### src/rtl/dsp_wdata_channel_pkg.sv
// Shared W-channel types: skid-state encoding, slave-index width and W entry packing.
// Optional strobe storage is enabled by defining DSP_WDATA_STRB_EN.
package dsp_wdata_channel_pkg;

`ifdef DSP_WDATA_STRB_EN
   localparam bit STRB_EN = 1'b1;
`else
   localparam bit STRB_EN = 1'b0;
`endif

   // Encoding doubles as the buffered-beat count.
   typedef enum logic [1:0] {
      SKID_EMPTY = 2'd0,
      SKID_ONE   = 2'd1,
      SKID_FULL  = 2'd2
   } skid_state_e;

   function automatic int slv_id_w(input int slv_amt);
      return (slv_amt > 1) ? $clog2(slv_amt) : 1;
   endfunction

   // Entry layout, MSB first: {slv_id, last, strb (optional), data}.
   function automatic int w_entry_w(input int id_w, input int data_w);
      return id_w + 1 + (STRB_EN ? data_w / 8 : 0) + data_w;
   endfunction

endpackage

### src/rtl/dsp_wdata_channel_if.sv
// W-channel bundle: master-side beats, address-dispatcher tag, per-slave outputs.
// Strobe signals exist only when DSP_WDATA_STRB_EN is defined.
interface dsp_wdata_channel_if
   import dsp_wdata_channel_pkg::*;
#(
   parameter int SLV_AMT    = 2,
   parameter int SLV_ID_W   = slv_id_w(SLV_AMT),
   parameter int DATA_WIDTH = 32
) ();

   logic [DATA_WIDTH-1:0]         m_WDATA_i;
   logic                          m_WLAST_i;
   logic                          m_WVALID_i;
   logic                          m_WREADY_o;
   logic [SLV_ID_W-1:0]           dsp_xADDR_slv_id_i;
   logic                          dsp_xADDR_disable_i;
   logic [SLV_AMT-1:0]            sa_WREADY_i;
   logic [DATA_WIDTH*SLV_AMT-1:0] sa_WDATA_o;
   logic [SLV_AMT-1:0]            sa_WLAST_o;
   logic [SLV_AMT-1:0]            sa_WVALID_o;
   logic [1:0]                    dsp_WDATA_pend_o;
`ifdef DSP_WDATA_STRB_EN
   logic [DATA_WIDTH/8-1:0]         m_WSTRB_i;
   logic [DATA_WIDTH/8*SLV_AMT-1:0] sa_WSTRB_o;
`endif

   // Handshakes: a beat transfers on a cycle where valid and ready are both high;
   // valid never waits for ready, and a raised valid holds its payload until transfer.
   modport slave (
`ifdef DSP_WDATA_STRB_EN
      input  m_WSTRB_i,
      output sa_WSTRB_o,
`endif
      input  m_WDATA_i, m_WLAST_i, m_WVALID_i,
      output m_WREADY_o,
      input  dsp_xADDR_slv_id_i, dsp_xADDR_disable_i,
      input  sa_WREADY_i,
      output sa_WDATA_o, sa_WLAST_o, sa_WVALID_o, dsp_WDATA_pend_o
   );

   modport master (
`ifdef DSP_WDATA_STRB_EN
      output m_WSTRB_i,
      input  sa_WSTRB_o,
`endif
      output m_WDATA_i, m_WLAST_i, m_WVALID_i,
      input  m_WREADY_o,
      output dsp_xADDR_slv_id_i, dsp_xADDR_disable_i,
      output sa_WREADY_i,
      input  sa_WDATA_o, sa_WLAST_o, sa_WVALID_o, dsp_WDATA_pend_o
   );

endinterface

### src/rtl/dsp_wdata_channel_skid_buffer_2.sv
// Generic 2-entry valid/ready buffer; the registered state is also the beat count.
module dsp_wdata_channel_skid_buffer_2
   import dsp_wdata_channel_pkg::*;
#(
   parameter int WIDTH = 8
) (
   input  logic             i_clk,
   input  logic             i_rst_n,
   input  logic             i_push,
   input  logic [WIDTH-1:0] i_push_data,
   output logic             o_full,
   output logic             o_pop_valid,
   input  logic             i_pop_ready,
   output logic [WIDTH-1:0] o_pop_data,
   output logic [1:0]       o_count
);

   logic [WIDTH-1:0] r_mem [2];
   logic             r_wr_ptr;
   logic             r_rd_ptr;
   skid_state_e      r_state;
   logic             w_push;
   logic             w_pop;

   assign w_push = i_push & (r_state != SKID_FULL);
   assign w_pop  = (r_state != SKID_EMPTY) & i_pop_ready;

   always_ff @(posedge i_clk or negedge i_rst_n) begin
      if (!i_rst_n) begin
         r_state  <= SKID_EMPTY;
         r_wr_ptr <= 1'b0;
         r_rd_ptr <= 1'b0;
      end else begin
         case (r_state)
            SKID_EMPTY: begin
               if (w_push) begin
                  r_state  <= SKID_ONE;
                  r_wr_ptr <= ~r_wr_ptr;
               end
            end
            SKID_ONE: begin
               if (w_push) r_wr_ptr <= ~r_wr_ptr;
               if (w_pop)  r_rd_ptr <= ~r_rd_ptr;
               if (w_push && !w_pop)      r_state <= SKID_FULL;
               else if (w_pop && !w_push) r_state <= SKID_EMPTY;
            end
            SKID_FULL: begin
               if (w_pop) begin
                  r_state  <= SKID_ONE;
                  r_rd_ptr <= ~r_rd_ptr;
               end
            end
            default: r_state <= SKID_EMPTY;
         endcase
      end
   end

   // Payload storage is intentionally left unreset.
   always_ff @(posedge i_clk) begin
      if (w_push) r_mem[r_wr_ptr] <= i_push_data;
   end

   assign o_full      = (r_state == SKID_FULL);
   assign o_pop_valid = (r_state != SKID_EMPTY);
   assign o_pop_data  = r_mem[r_rd_ptr];
   assign o_count     = r_state;

endmodule

### src/rtl/dsp_wdata_channel.sv
// Tags master W beats with the address dispatcher's slave ID, buffers them two deep
// and steers them one-hot to the per-slave arbiters. Strobes: define DSP_WDATA_STRB_EN.
module dsp_wdata_channel
   import dsp_wdata_channel_pkg::*;
#(
   parameter int SLV_AMT    = 2,
   parameter int SLV_ID_W   = slv_id_w(SLV_AMT),
   parameter int DATA_WIDTH = 32,
   parameter int BUF_DEPTH  = 2
) (
   input  logic                ACLK_i,
   input  logic                ARESETn_i,
   dsp_wdata_channel_if.slave  bus
);

   localparam int ENTRY_W = w_entry_w(SLV_ID_W, DATA_WIDTH);

   if (BUF_DEPTH != 2) begin : g_bad_depth
      $error("dsp_wdata_channel supports BUF_DEPTH == 2 only");
   end

   logic                  w_ready;
   logic                  w_push;
   logic                  w_full;
   logic                  w_head_valid;
   logic                  w_sel_ready;
   logic [ENTRY_W-1:0]    w_push_entry;
   logic [ENTRY_W-1:0]    w_head;
   logic [SLV_ID_W-1:0]   w_head_id;
   logic                  w_head_last;
   logic [DATA_WIDTH-1:0] w_head_data;
   logic [SLV_AMT-1:0]    w_onehot;
   logic [1:0]            w_count;

   // Acceptance ignores WVALID so the master never sees ready depend on its own valid.
   assign w_ready        = ~w_full & ~bus.dsp_xADDR_disable_i;
   assign w_push         = bus.m_WVALID_i & w_ready;
   assign bus.m_WREADY_o = w_ready;

`ifdef DSP_WDATA_STRB_EN
   localparam int STRB_W = DATA_WIDTH / 8;
   logic [STRB_W-1:0] w_head_strb;

   assign w_push_entry   = {bus.dsp_xADDR_slv_id_i, bus.m_WLAST_i, bus.m_WSTRB_i, bus.m_WDATA_i};
   assign w_head_strb    = w_head[DATA_WIDTH +: STRB_W];
   assign bus.sa_WSTRB_o = {SLV_AMT{w_head_strb}};
`else
   assign w_push_entry   = {bus.dsp_xADDR_slv_id_i, bus.m_WLAST_i, bus.m_WDATA_i};
`endif

   dsp_wdata_channel_skid_buffer_2 #(
      .WIDTH (ENTRY_W)
   ) u_skid (
      .i_clk       (ACLK_i),
      .i_rst_n     (ARESETn_i),
      .i_push      (w_push),
      .i_push_data (w_push_entry),
      .o_full      (w_full),
      .o_pop_valid (w_head_valid),
      .i_pop_ready (w_sel_ready),
      .o_pop_data  (w_head),
      .o_count     (w_count)
   );

   assign w_head_id   = w_head[ENTRY_W-1 -: SLV_ID_W];
   assign w_head_last = w_head[ENTRY_W-SLV_ID_W-1];
   assign w_head_data = w_head[DATA_WIDTH-1:0];

   always_comb begin
      w_onehot = '0;
      for (int k = 0; k < SLV_AMT; k++) begin
         w_onehot[k] = w_head_valid & (w_head_id == SLV_ID_W'(k));
      end
   end

   // Only the tagged slave's ready can retire the head beat.
   assign w_sel_ready = |(w_onehot & bus.sa_WREADY_i);

   assign bus.sa_WVALID_o      = w_onehot;
   assign bus.sa_WDATA_o       = {SLV_AMT{w_head_data}};
   assign bus.sa_WLAST_o       = {SLV_AMT{w_head_last}};
   assign bus.dsp_WDATA_pend_o = w_count;

endmodule

### src/flat_wrapper.sv
// flat-port wrapper written by rule: the top's interface ports become plain ports
module dsp_wdata_channel_flat import dsp_wdata_channel_pkg::*;
#(
   parameter int SLV_AMT    = 2,
   parameter int SLV_ID_W   = slv_id_w(SLV_AMT),
   parameter int DATA_WIDTH = 32,
   parameter int BUF_DEPTH  = 2
)
  (ACLK_i, ARESETn_i, bus_m_WDATA_i, bus_m_WLAST_i, bus_m_WVALID_i, bus_m_WREADY_o, bus_dsp_xADDR_slv_id_i, bus_dsp_xADDR_disable_i, bus_sa_WREADY_i, bus_sa_WDATA_o, bus_sa_WLAST_o, bus_sa_WVALID_o, bus_dsp_WDATA_pend_o);
  dsp_wdata_channel_if #(.SLV_AMT(SLV_AMT), .SLV_ID_W(SLV_ID_W), .DATA_WIDTH(DATA_WIDTH)) bus_i ();
  input  logic ACLK_i;
  input  logic ARESETn_i;
  input wire logic [$bits(bus_i.m_WDATA_i)-1:0] bus_m_WDATA_i;
  input wire logic [$bits(bus_i.m_WLAST_i)-1:0] bus_m_WLAST_i;
  input wire logic [$bits(bus_i.m_WVALID_i)-1:0] bus_m_WVALID_i;
  output wire logic [$bits(bus_i.m_WREADY_o)-1:0] bus_m_WREADY_o;
  input wire logic [$bits(bus_i.dsp_xADDR_slv_id_i)-1:0] bus_dsp_xADDR_slv_id_i;
  input wire logic [$bits(bus_i.dsp_xADDR_disable_i)-1:0] bus_dsp_xADDR_disable_i;
  input wire logic [$bits(bus_i.sa_WREADY_i)-1:0] bus_sa_WREADY_i;
  output wire logic [$bits(bus_i.sa_WDATA_o)-1:0] bus_sa_WDATA_o;
  output wire logic [$bits(bus_i.sa_WLAST_o)-1:0] bus_sa_WLAST_o;
  output wire logic [$bits(bus_i.sa_WVALID_o)-1:0] bus_sa_WVALID_o;
  output wire logic [$bits(bus_i.dsp_WDATA_pend_o)-1:0] bus_dsp_WDATA_pend_o;
  assign bus_i.m_WDATA_i = bus_m_WDATA_i;
  assign bus_i.m_WLAST_i = bus_m_WLAST_i;
  assign bus_i.m_WVALID_i = bus_m_WVALID_i;
  assign bus_m_WREADY_o = bus_i.m_WREADY_o;
  assign bus_i.dsp_xADDR_slv_id_i = bus_dsp_xADDR_slv_id_i;
  assign bus_i.dsp_xADDR_disable_i = bus_dsp_xADDR_disable_i;
  assign bus_i.sa_WREADY_i = bus_sa_WREADY_i;
  assign bus_sa_WDATA_o = bus_i.sa_WDATA_o;
  assign bus_sa_WLAST_o = bus_i.sa_WLAST_o;
  assign bus_sa_WVALID_o = bus_i.sa_WVALID_o;
  assign bus_dsp_WDATA_pend_o = bus_i.dsp_WDATA_pend_o;
  dsp_wdata_channel #(.SLV_AMT(SLV_AMT), .SLV_ID_W(SLV_ID_W), .DATA_WIDTH(DATA_WIDTH), .BUF_DEPTH(BUF_DEPTH)) u_core (.ACLK_i(ACLK_i), .ARESETn_i(ARESETn_i), .bus(bus_i));
endmodule
### config.mk
export PLATFORM = sky130hd
export DESIGN_NAME = dsp_wdata_channel_flat
export DESIGN_NICKNAME = d
export VERILOG_FILES = /design/src/rtl/dsp_wdata_channel_pkg.sv /design/src/rtl/dsp_wdata_channel_if.sv /design/src/rtl/dsp_wdata_channel_skid_buffer_2.sv /design/src/rtl/dsp_wdata_channel.sv /design/src/flat_wrapper.sv
export SDC_FILE = /design/constraint.sdc
export NUM_CORES = 1
export LEC_CHECK = 0
export CAP_MARGIN = 20
export CORE_UTILIZATION = 44
export CTS_CLUSTER_DIAMETER = 50
export DETAILED_ROUTE_END_ITERATION = 8
export GPL_TIMING_DRIVEN = 0
export HOLD_SLACK_MARGIN = 0.08
export PLACE_DENSITY_LB_ADDON = 0.25
export SYNTH_ARGS = -nofsm -noshare
export SYNTH_HDL_FRONTEND = slang
export SYNTH_SLANG_ARGS = --single-unit
### constraint.sdc
create_clock -name ACLK_i -period 4.1 [get_ports ACLK_i]
set_input_delay 1.025 -clock ACLK_i [delete_from_list [all_inputs] [get_ports ACLK_i]]
set_output_delay 1.025 -clock ACLK_i [all_outputs]
set_load 0.01 [all_outputs]
==> results.cfg, run 1 <==
[status]
status = complete, but fails checks
violations = DRC

[floorplanning]
die_area_mm2 = 0.00712
initial_core_util = 0.462
fp.dieW_um = 84.4
row_count = 29
pin_count = 111
core_area_mm2 = 0.00646
die_h_um = 84.4

[worst_setup_path]
worstPathCellList = buf_6 > clkbuf_1 > mux2_2 > buf_4 > clkdlybuf4s50_1
critPathTopFamily = buffers and inverters
worst_path_largest_cell_delay_ns = 0.48
cp_data_arrival_time_ns = 2.32
r2r-end = u_core.u_skid.r_mem[1][30]
r2r-start = u_core.u_skid.o_count[0]
start_kind = flip-flop
reg2reg_slack_ns = 1.64
worstPathMaxFanout = 10
crit_buf_inv = 4
crit_slowest_cell = clkdlybuf4s50_1
endpoint_kind = output port
crit_type = flip-flop to output port
worstPathRequired_ns = 3.07
worstRegToRegCells = 4

[power_and_ir_drop]
p_total_mw = 2.93
ir_drop_v = 0.000378
p_leak_nw = 1.63
power.density_mw_per_mm2 = 657

[sta]
hold_violations = 0
holdWs_ns = 0.547
slew_violations = 0
maxSlewHeadroom = 0.443
rsz0062_at_grt = false
finalCritPeriodShare = 0.816
finalSetupViolCount = 0
max_freq_mhz = 299
clock_skew_ns = 0.00383
fin_crit_ns = 3.35
worst_pin_slew_ns = 0.835

[logic_synthesis]
synthFlopType = edfxtp_1
ys_warn_count = 0
yosysSeqAreaShare = 0.718
ys_top_cells_by_area = edfxtp_1 (68%), mux2_2 (12%), buf_4 (8.3%)
synth_top_area_cell = edfxtp_1
synth.most_common_cell = edfxtp_1
synthArstFlopShare = 0.0556
syn_avg_cell_area_um2 = 17.7
yosysTopAreaCellShare = 0.684
synth_seq_cells = 72
synth_nets = 213
synth_edf_count = 68
syn_area_mm2 = 0.00298
synthDistinctLibCells = 21
synth_common_cells = edfxtp_1 (68), buf_4 (33), mux2_2 (33)
synthCells = 169

[clock_network]
cts_buffers = 9
post_cts_buffers = 0
root_buffer = clkbuf_8
htree_levels = 3
clock_latency_ns = 0.33
clk_pin_slew_ns = 0.07
ctsResizeCount = 0
cts_hold_buf = 0
cts.path.max_buffers = 2
cts_tree = built
cts_sinks = 72

[worst_hold_path]
min_path_cells = 1
min_to = u_core.u_skid.r_wr_ptr
hold_start = u_core.u_skid.r_wr_ptr
min_path_type = flip-flop to flip-flop

[cells_and_area]
area_delta_synth_final_pct = 49.5
n_antenna_cell = 0
fin_nets = 335
stdcell_count = 373
final_area_mm2 = 0.00446
drive_above_1_share = 0.294
final_util = 0.691

[place]
place_congestion = 0.686
numPortBuffers = 110
dp.cells = 357
place_hpwl_um = 3800
dpl_cell_area_mm2 = 0.00422

[global_route]
track_usage = 0.163
antenna_found_initial = 0
grt_pass1_vias = 1863
grt_pass1_wl_um = 8740
overflow = 0
grt_max_degree = 35

[routing]
drc_errors = 8
finalWirelength_um = 5380
via_per_inst = 4.68
drtIter0Drc = 38
vias = 1747
dr.pass1.iters = 7
ant_nets = 0
wire_per_inst_um = 14.4

[job]
cap_violations = 0
[cell families (layout without fill, tap and decap cells)]
logic type | after synthesis | count (layout) | share of synthesized area
buffers and inverters | 40 | 167 | 0.0943
AOI/OAI and AO/OA | 4 | 4 | 0.00922
xor gates and xnor gates | 2 | 2 | 0.00587
muxes | 36 | 36 | 0.136
and+or+nand+nor | 11 | 11 | 0.0201
DFF | 72 | 72 | 0.718
adders and majority gates | 4 | 4 | 0.0168
[through the flow]
stage	setup TNS [ns]	setup slack [ns]
finish	0	0.753
global route	0	0.603
CTS	0	0.687
detailed placement	0	0.859
global placement	-25.89	-0.762
floorplan	0	0.701
[worst max path at each step]
stage                             from  slack (ns)  cells after the start                   endpoint
2_1_floorplan  bus_dsp_xADDR_disable_i        0.70                      2  u_core.u_skid.r_mem[0][0]
4_1_cts         u_core.u_skid.r_rd_ptr        0.69                      5         bus_sa_WDATA_o[35]
6_report        u_core.u_skid.r_rd_ptr        0.75                      5         bus_sa_WDATA_o[60]
3_5_place_dp            bus_m_WVALID_i        0.86                      3  u_core.u_skid.r_mem[1][7]
3_3_place_gp            bus_m_WVALID_i       -0.76                      3  u_core.u_skid.r_mem[0][7]
5_1_grt         u_core.u_skid.r_rd_ptr        0.60                      5         bus_sa_WDATA_o[60]
[layout make-up]
cell class                      instances  area, um2
Inverter                                3       11.3
Timing Repair Buffer                  111       1130
Tap cell                               77       96.3
Clock inverter                          7        120
Clock buffer                            9        124
Multi-Input combinational cell         57        569
Fill cell                             451       2000
Sequential cell                        72       2140
Buffer                                 37        270
[worst register-to-register path, delay by kind of cell, from the launching register on]
kind | cells | cell delay [ns]
buf+inv | 1 | 0.09
flops | 1 | 0.39
simple gates | 2 | 1.33
fa+ha+maj | 1 | 0.25
[per-layer routing]
layer / global-route usage / up-vias / share of wire
li1: - / 838 / -
met3: 0.0531 / 9 / 0.087
met2: 0.270 / 73 / 0.51
met1: 0.191 / 827 / 0.39
met5: 0 / - / 0
met4: 0.0832 / 0 / 0.015
[cell usage in the layout (no fill, tap or decap), types with 4 or more instances in the layout]
master	instances
nor2b_1	4
edfxtp_1	68
dfrtp_1	4
ha_1	4
clkbuf_8	9
clkdlybuf4s50_1	110
buf_4	33
mux2_2	33
[sequential cells by signal (all words and copies together), names as in the netlist]
register,cells
u_core.u_skid.r_rd_ptr,1
u_core.u_skid.r_mem,68
u_core.u_skid.o_count,2
u_core.u_skid.r_wr_ptr,1
[where the power goes]
part	internal [mW]	total (mW)	leakage, nW	switching (mW)
registers	0.922	0.955	0.673	0.0330
clock network	0.405	0.660	0.119	0.255
logic	0.798	1.32	0.835	0.520
No activity file was read; power rests on OpenSTA's default activity.
==> run 2: changes to the inputs <==
--- a/config.mk
+++ b/config.mk
@@ -6,7 +6,7 @@
 export NUM_CORES = 1
 export LEC_CHECK = 0
 export CAP_MARGIN = 20
-export CORE_UTILIZATION = 44
+export CORE_UTILIZATION = 40
 export CTS_CLUSTER_DIAMETER = 50
 export DETAILED_ROUTE_END_ITERATION = 8
 export GPL_TIMING_DRIVEN = 0
==> constraint.sdc (replaced) <==
create_clock -name ACLK_i -period 2.88 [get_ports ACLK_i]
set_input_delay 0.72 -clock ACLK_i [delete_from_list [all_inputs] [get_ports ACLK_i]]
set_output_delay 0.72 -clock ACLK_i [all_outputs]
set_load 0.01 [all_outputs]
==> results.cfg, run 2 (same netlist as run 1, synthesis figures left out) <==
[status]
status = finished clean

[worst_hold_path]
min_to = u_core.u_skid.r_wr_ptr
hold_start = u_core.u_skid.r_wr_ptr
min_path_type = flip-flop to flip-flop
min_path_cells = 1

[sta]
setup_tns_ns = 0
clock_skew_ns = 0.00732
holdWs_ns = 0.564
maxSlewHeadroom = 0.436
max_freq_mhz = 361
worst_pin_slew_ns = 0.846
hold_violations = 0
finalCritPeriodShare = 0.961
finalSetupViolCount = 0
rsz0062_at_grt = false
slew_violations = 0
fin_crit_ns = 2.77

[routing]
vias = 1773
drc_errors = 0
drtIter0Drc = 57
via_per_inst = 4.50
wire_per_inst_um = 13.8
dr.pass1.iters = 4
finalWirelength_um = 5430
ant_nets = 0

[cells_and_area]
stdcell_count = 394
final_common_cell = clkdlybuf4s50_1
fin_nets = 335
area_delta_synth_final_pct = 47.5
drive_above_1_share = 0.292
n_antenna_cell = 0
largest_reg_flops = 68
final_util = 0.610
layout_common_cells = clkdlybuf4s50_1 (110), edfxtp_1 (68), mux2_2 (33), buf_4 (33), clkbuf_8 (9)
fill_cells = 601
regMostFlops = u_core.u_skid.r_mem

[clock_network]
htree_levels = 3
cts_hold_buf = 0
clock_latency_ns = 0.33
cts_sinks = 72
cts_buffers = 9
clk_pin_slew_ns = 0.07
cts_tree = built
cts.path.max_buffers = 2
root_buffer = clkbuf_8

[worst_setup_path]
reg2reg_slack_ns = 0.48
worstPathRequired_ns = 2.16
critPathTopFamily = buffers and inverters
cp.depth = 5
start_kind = flip-flop
cp_data_arrival_time_ns = 2.05
crit_buf_inv = 4
worstPathMaxFanout = 10
worstRegToRegCells = 4
crit_slowest_cell = clkdlybuf4s50_1
r2r-end = u_core.u_skid.r_mem[1][7]
endpoint_kind = output port
worstPathCellList = buf_6 > clkbuf_4 > mux2_2 > buf_4 > clkdlybuf4s50_1
worst_path_largest_cell_delay_ns = 0.49
crit_type = flip-flop to output port
r2r-start = u_core.u_skid.o_count[0]

[floorplanning]
initial_core_util = 0.414
fp.dieW_um = 88.4
die_h_um = 88.4
die_area_mm2 = 0.00781
pin_count = 111
row_count = 31
core_area_mm2 = 0.00721

[place]
numPortBuffers = 110
dp.cells = 379
place_hpwl_um = 3840
place_congestion = 0.679

[power_and_ir_drop]
p_leak_nw = 1.59
power.density_mw_per_mm2 = 881
p_total_mw = 3.88
ir_drop_v = 0.000449

[global_route]
grt_pass1_wl_um = 8050
grt_pass1_vias = 1681
overflow = 0
track_usage = 0.142
grt_max_degree = 35
antenna_found_initial = 0

[job]
cap_violations = 0
## run 2: changes by cell type in the layout (fill, tap and decap cells not counted), sizes merged
| cell | change |
|---|---|
| bufinv | -3 |
| clkinv | +1 |
| clkbuf | +1 |
## run 2: worst reg2reg max path: stages (launching register included)
cell and delay (ns):
dfrtp_1 0.38, inv_1 0.09, ha_1 0.24, nor3b_1 0.49, and2_2 0.81
## run 2: worst max path at each step
stage | from | end | slack, ns
final | u_core.u_skid.r_rd_ptr | bus_sa_WDATA_o[36] | 0.11
after CTS | u_core.u_skid.r_rd_ptr | bus_sa_WDATA_o[58] | 0.01
after detailed placement | bus_m_WVALID_i | u_core.u_skid.r_mem[1][4] | -0.02
after floorplan | u_core.u_skid.o_count[0] | u_core.u_skid.r_mem[0][0] | 0.39
after global placement | bus_m_WVALID_i | u_core.u_skid.r_mem[0][4] | -0.66
after global routing | u_core.u_skid.r_rd_ptr | bus_sa_WDATA_o[36] | 0.02
## run 2: power breakdown
group | switching, mW | internal (mW) | total [mW]
sequential | 0.0446 | 1.31 | 1.36
clock | 0.336 | 0.299 | 0.635
combinational | 0.737 | 1.15 | 1.88
total | 1.12 | 2.76 | 3.88
## run 2: area by class of cell
| cell class | instances | area, um2 | share of cell area |
|---|---|---|---|
| timing repair buffer | 111 | 1120 | 0.255 |
| inverter | 3 | 11.3 | 0.00256 |
| sequential | 72 | 2140 | 0.487 |
| clock buffer | 10 | 128 | 0.0290 |
| clock inverter | 5 | 25.0 | 0.00569 |
| multi-input combinational | 57 | 569 | 0.129 |
| buffer | 37 | 282 | 0.0640 |
| tap | 99 | 124 | 0.0281 |
## run 2: per-layer routing
metal	up-vias	GRT usage	wire, um
met5	-	0	0
met4	0	0.0748	83
met3	6	0.0382	310
met2	64	0.245	2900
met1	869	0.162	2140
li1	834	-	-
## run 2: timing repair
item	CTS	global route
setup buffers	0	0
endpoints found under the setup margin	58	19
pin swaps	0	0
gates resized for setup	4	4
## run 2: per-stage QoR
step           cell area [um2]  setup slack (ns)
4_1_cts                   4400            0.0123
2_1_floorplan             2990             0.391
3_3_place_gp              4210            -0.656
6_report                  4400             0.114
5_1_grt                   4400            0.0220
3_5_place_dp              4240           -0.0179
==> run 3: changes to the inputs <==
--- a/config.mk
+++ b/config.mk
@@ -6,7 +6,8 @@
 export NUM_CORES = 1
 export LEC_CHECK = 0
 export CAP_MARGIN = 20
-export CORE_UTILIZATION = 40
+export CORE_UTILIZATION = 41
+export CTS_BUF_LIST = sky130_fd_sc_hd__clkbuf_2 sky130_fd_sc_hd__clkbuf_4 sky130_fd_sc_hd__clkbuf_8
 export CTS_CLUSTER_DIAMETER = 50
 export DETAILED_ROUTE_END_ITERATION = 8
 export GPL_TIMING_DRIVEN = 0
==> results.cfg, run 3 (same netlist as run 1, synthesis figures left out) <==
[sta]
clock_skew_ns = 0.00577
max_freq_mhz = 360
worst_pin_slew_ns = 0.856
maxSlewHeadroom = 0.429
hold_violations = 0
rsz0062_at_grt = false
holdWs_ns = 0.557
slew_violations = 0
finalSetupViolCount = 0
finalCritPeriodShare = 0.964
fin_crit_ns = 2.78
setup_ws_ns = 0.104

[cells_and_area]
fin_nets = 335
n_antenna_cell = 0
largest_reg_flops = 68
regMostFlops = u_core.u_skid.r_mem
layout_common_cells = clkdlybuf4s50_1 (110), edfxtp_1 (68), mux2_2 (33), buf_4 (33), clkbuf_8 (11)
drive_above_1_share = 0.304
fill_cells = 534
area_delta_synth_final_pct = 48.6
final_util = 0.642
final_area_mm2 = 0.00443
final_common_cell = clkdlybuf4s50_1

[floorplanning]
pin_count = 111
core_area_mm2 = 0.00691
die_area_mm2 = 0.00762
fp.dieW_um = 87.3
initial_core_util = 0.432
row_count = 30
die_h_um = 87.3

[worst_setup_path]
crit_slowest_cell = clkdlybuf4s50_1
worstPathMaxFanout = 10
worstPathCellList = buf_6 > buf_2 > mux2_2 > buf_4 > clkdlybuf4s50_1
crit_type = flip-flop to output port
crit_path_start = u_core.u_skid.r_rd_ptr
r2r-start = u_core.u_skid.o_count[0]
worst_path_largest_cell_delay_ns = 0.47
start_kind = flip-flop
endpoint_kind = output port
cp_data_arrival_time_ns = 2.06
worstPathRequired_ns = 2.16
worstRegToRegCells = 4

[routing]
vias = 1745
ant_nets = 0
drtIter0Drc = 28
via_per_inst = 4.45
wire_per_inst_um = 13.7
drc_errors = 0
finalWirelength_um = 5360
dr.pass1.iters = 4

[job]
cap_violations = 0

[clock_network]
clk_pin_slew_ns = 0.07
cts_buffers = 9
root_buffer = clkbuf_8
cts.path.max_buffers = 2
post_cts_buffers = 0
cts_tree = built
htree_levels = 3
cts_sinks = 72
clock_latency_ns = 0.33

[global_route]
antenna_found_initial = 0
overflow = 0
grt_pass1_vias = 1719
track_usage = 0.147
grt_max_degree = 35
grt_pass1_wl_um = 8090

[power_and_ir_drop]
ir_drop_v = 0.000412
p_total_mw = 3.97
power.density_mw_per_mm2 = 896
p_leak_nw = 1.62

[status]
status = finished clean

[worst_hold_path]
hold_start = u_core.u_skid.r_wr_ptr
min_path_cells = 1
min_path_type = flip-flop to flip-flop

[place]
place_hpwl_um = 3770
dpl_cell_area_mm2 = 0.00424
place_ws_ns = -0.0536
numPortBuffers = 110
place_congestion = 0.699
[run 3: cell types whose count changed in the layout (fill, tap and decap cells not counted), sizes merged]
cell,before,now
clkinvlp,1,0
clkinv,4,1
clkbuf,13,16
buf,35,37
[run 3: layout make-up]
cell class	instances	area, um2	area share
multi-input combinational	57	569	0.128
tap	96	120	0.0271
buffer	37	277	0.0624
clock buffer	15	181	0.0409
clock inverter	1	5.00	0.00113
sequential	72	2140	0.483
timing repair buffer	111	1130	0.255
inverter	3	11.3	0.00254
[run 3: stage by stage]
| step | TNS (ns) | instances |
|---|---|---|
| final | 0 | 392 |
| after detailed placement | -1.99 | 376 |
| after global placement | -38.74 | 375 |
| after CTS | 0 | 392 |
| after floorplan | 0 | 169 |
| after global routing | 0 | 392 |
[run 3: worst paths after layout]
check | slack (ns) | endpoint
setup / recovery | 0.10 | bus_sa_WDATA_o[46]
hold / removal | 0.56 | u_core.u_skid.r_wr_ptr
setup reg to reg | 0.46 | u_core.u_skid.r_mem[1][11]
hold reg to reg | 0.56 | u_core.u_skid.r_wr_ptr
max in group asynchronous | 2.11 | u_core.u_skid.r_wr_ptr
min in group asynchronous | 0.60 | u_core.u_skid.o_count[1]
[run 3: repair_timing]
item                                    CTS  global route
gates resized for setup                   3             4
endpoints found under the setup margin   58            21
hold buffers                              0             0
gates cloned                              0             0
[run 3: report_power, final]
group	switching, mW	leakage (nW)	internal, mW
sequential	0.0450	0.673	1.31
clock	0.337	0.101	0.398
combinational	0.735	0.844	1.15
[run 3: layer usage]
metal,vias to the layer above,track usage,wire (um)
li1,839,-,-
met5,-,0,0
met3,7,0.0389,305
met1,838,0.169,2150
met2,61,0.251,2820
met4,0,0.0760,80
[run 3: worst max-delay path: cells and delay by family (launching register included)]
| family | cells | cell delay, ns |
|---|---|---|
| muxes | 1 | 0.39 |
| DFF | 1 | 0.34 |
| buffers and inverters | 4 | 1.00 |
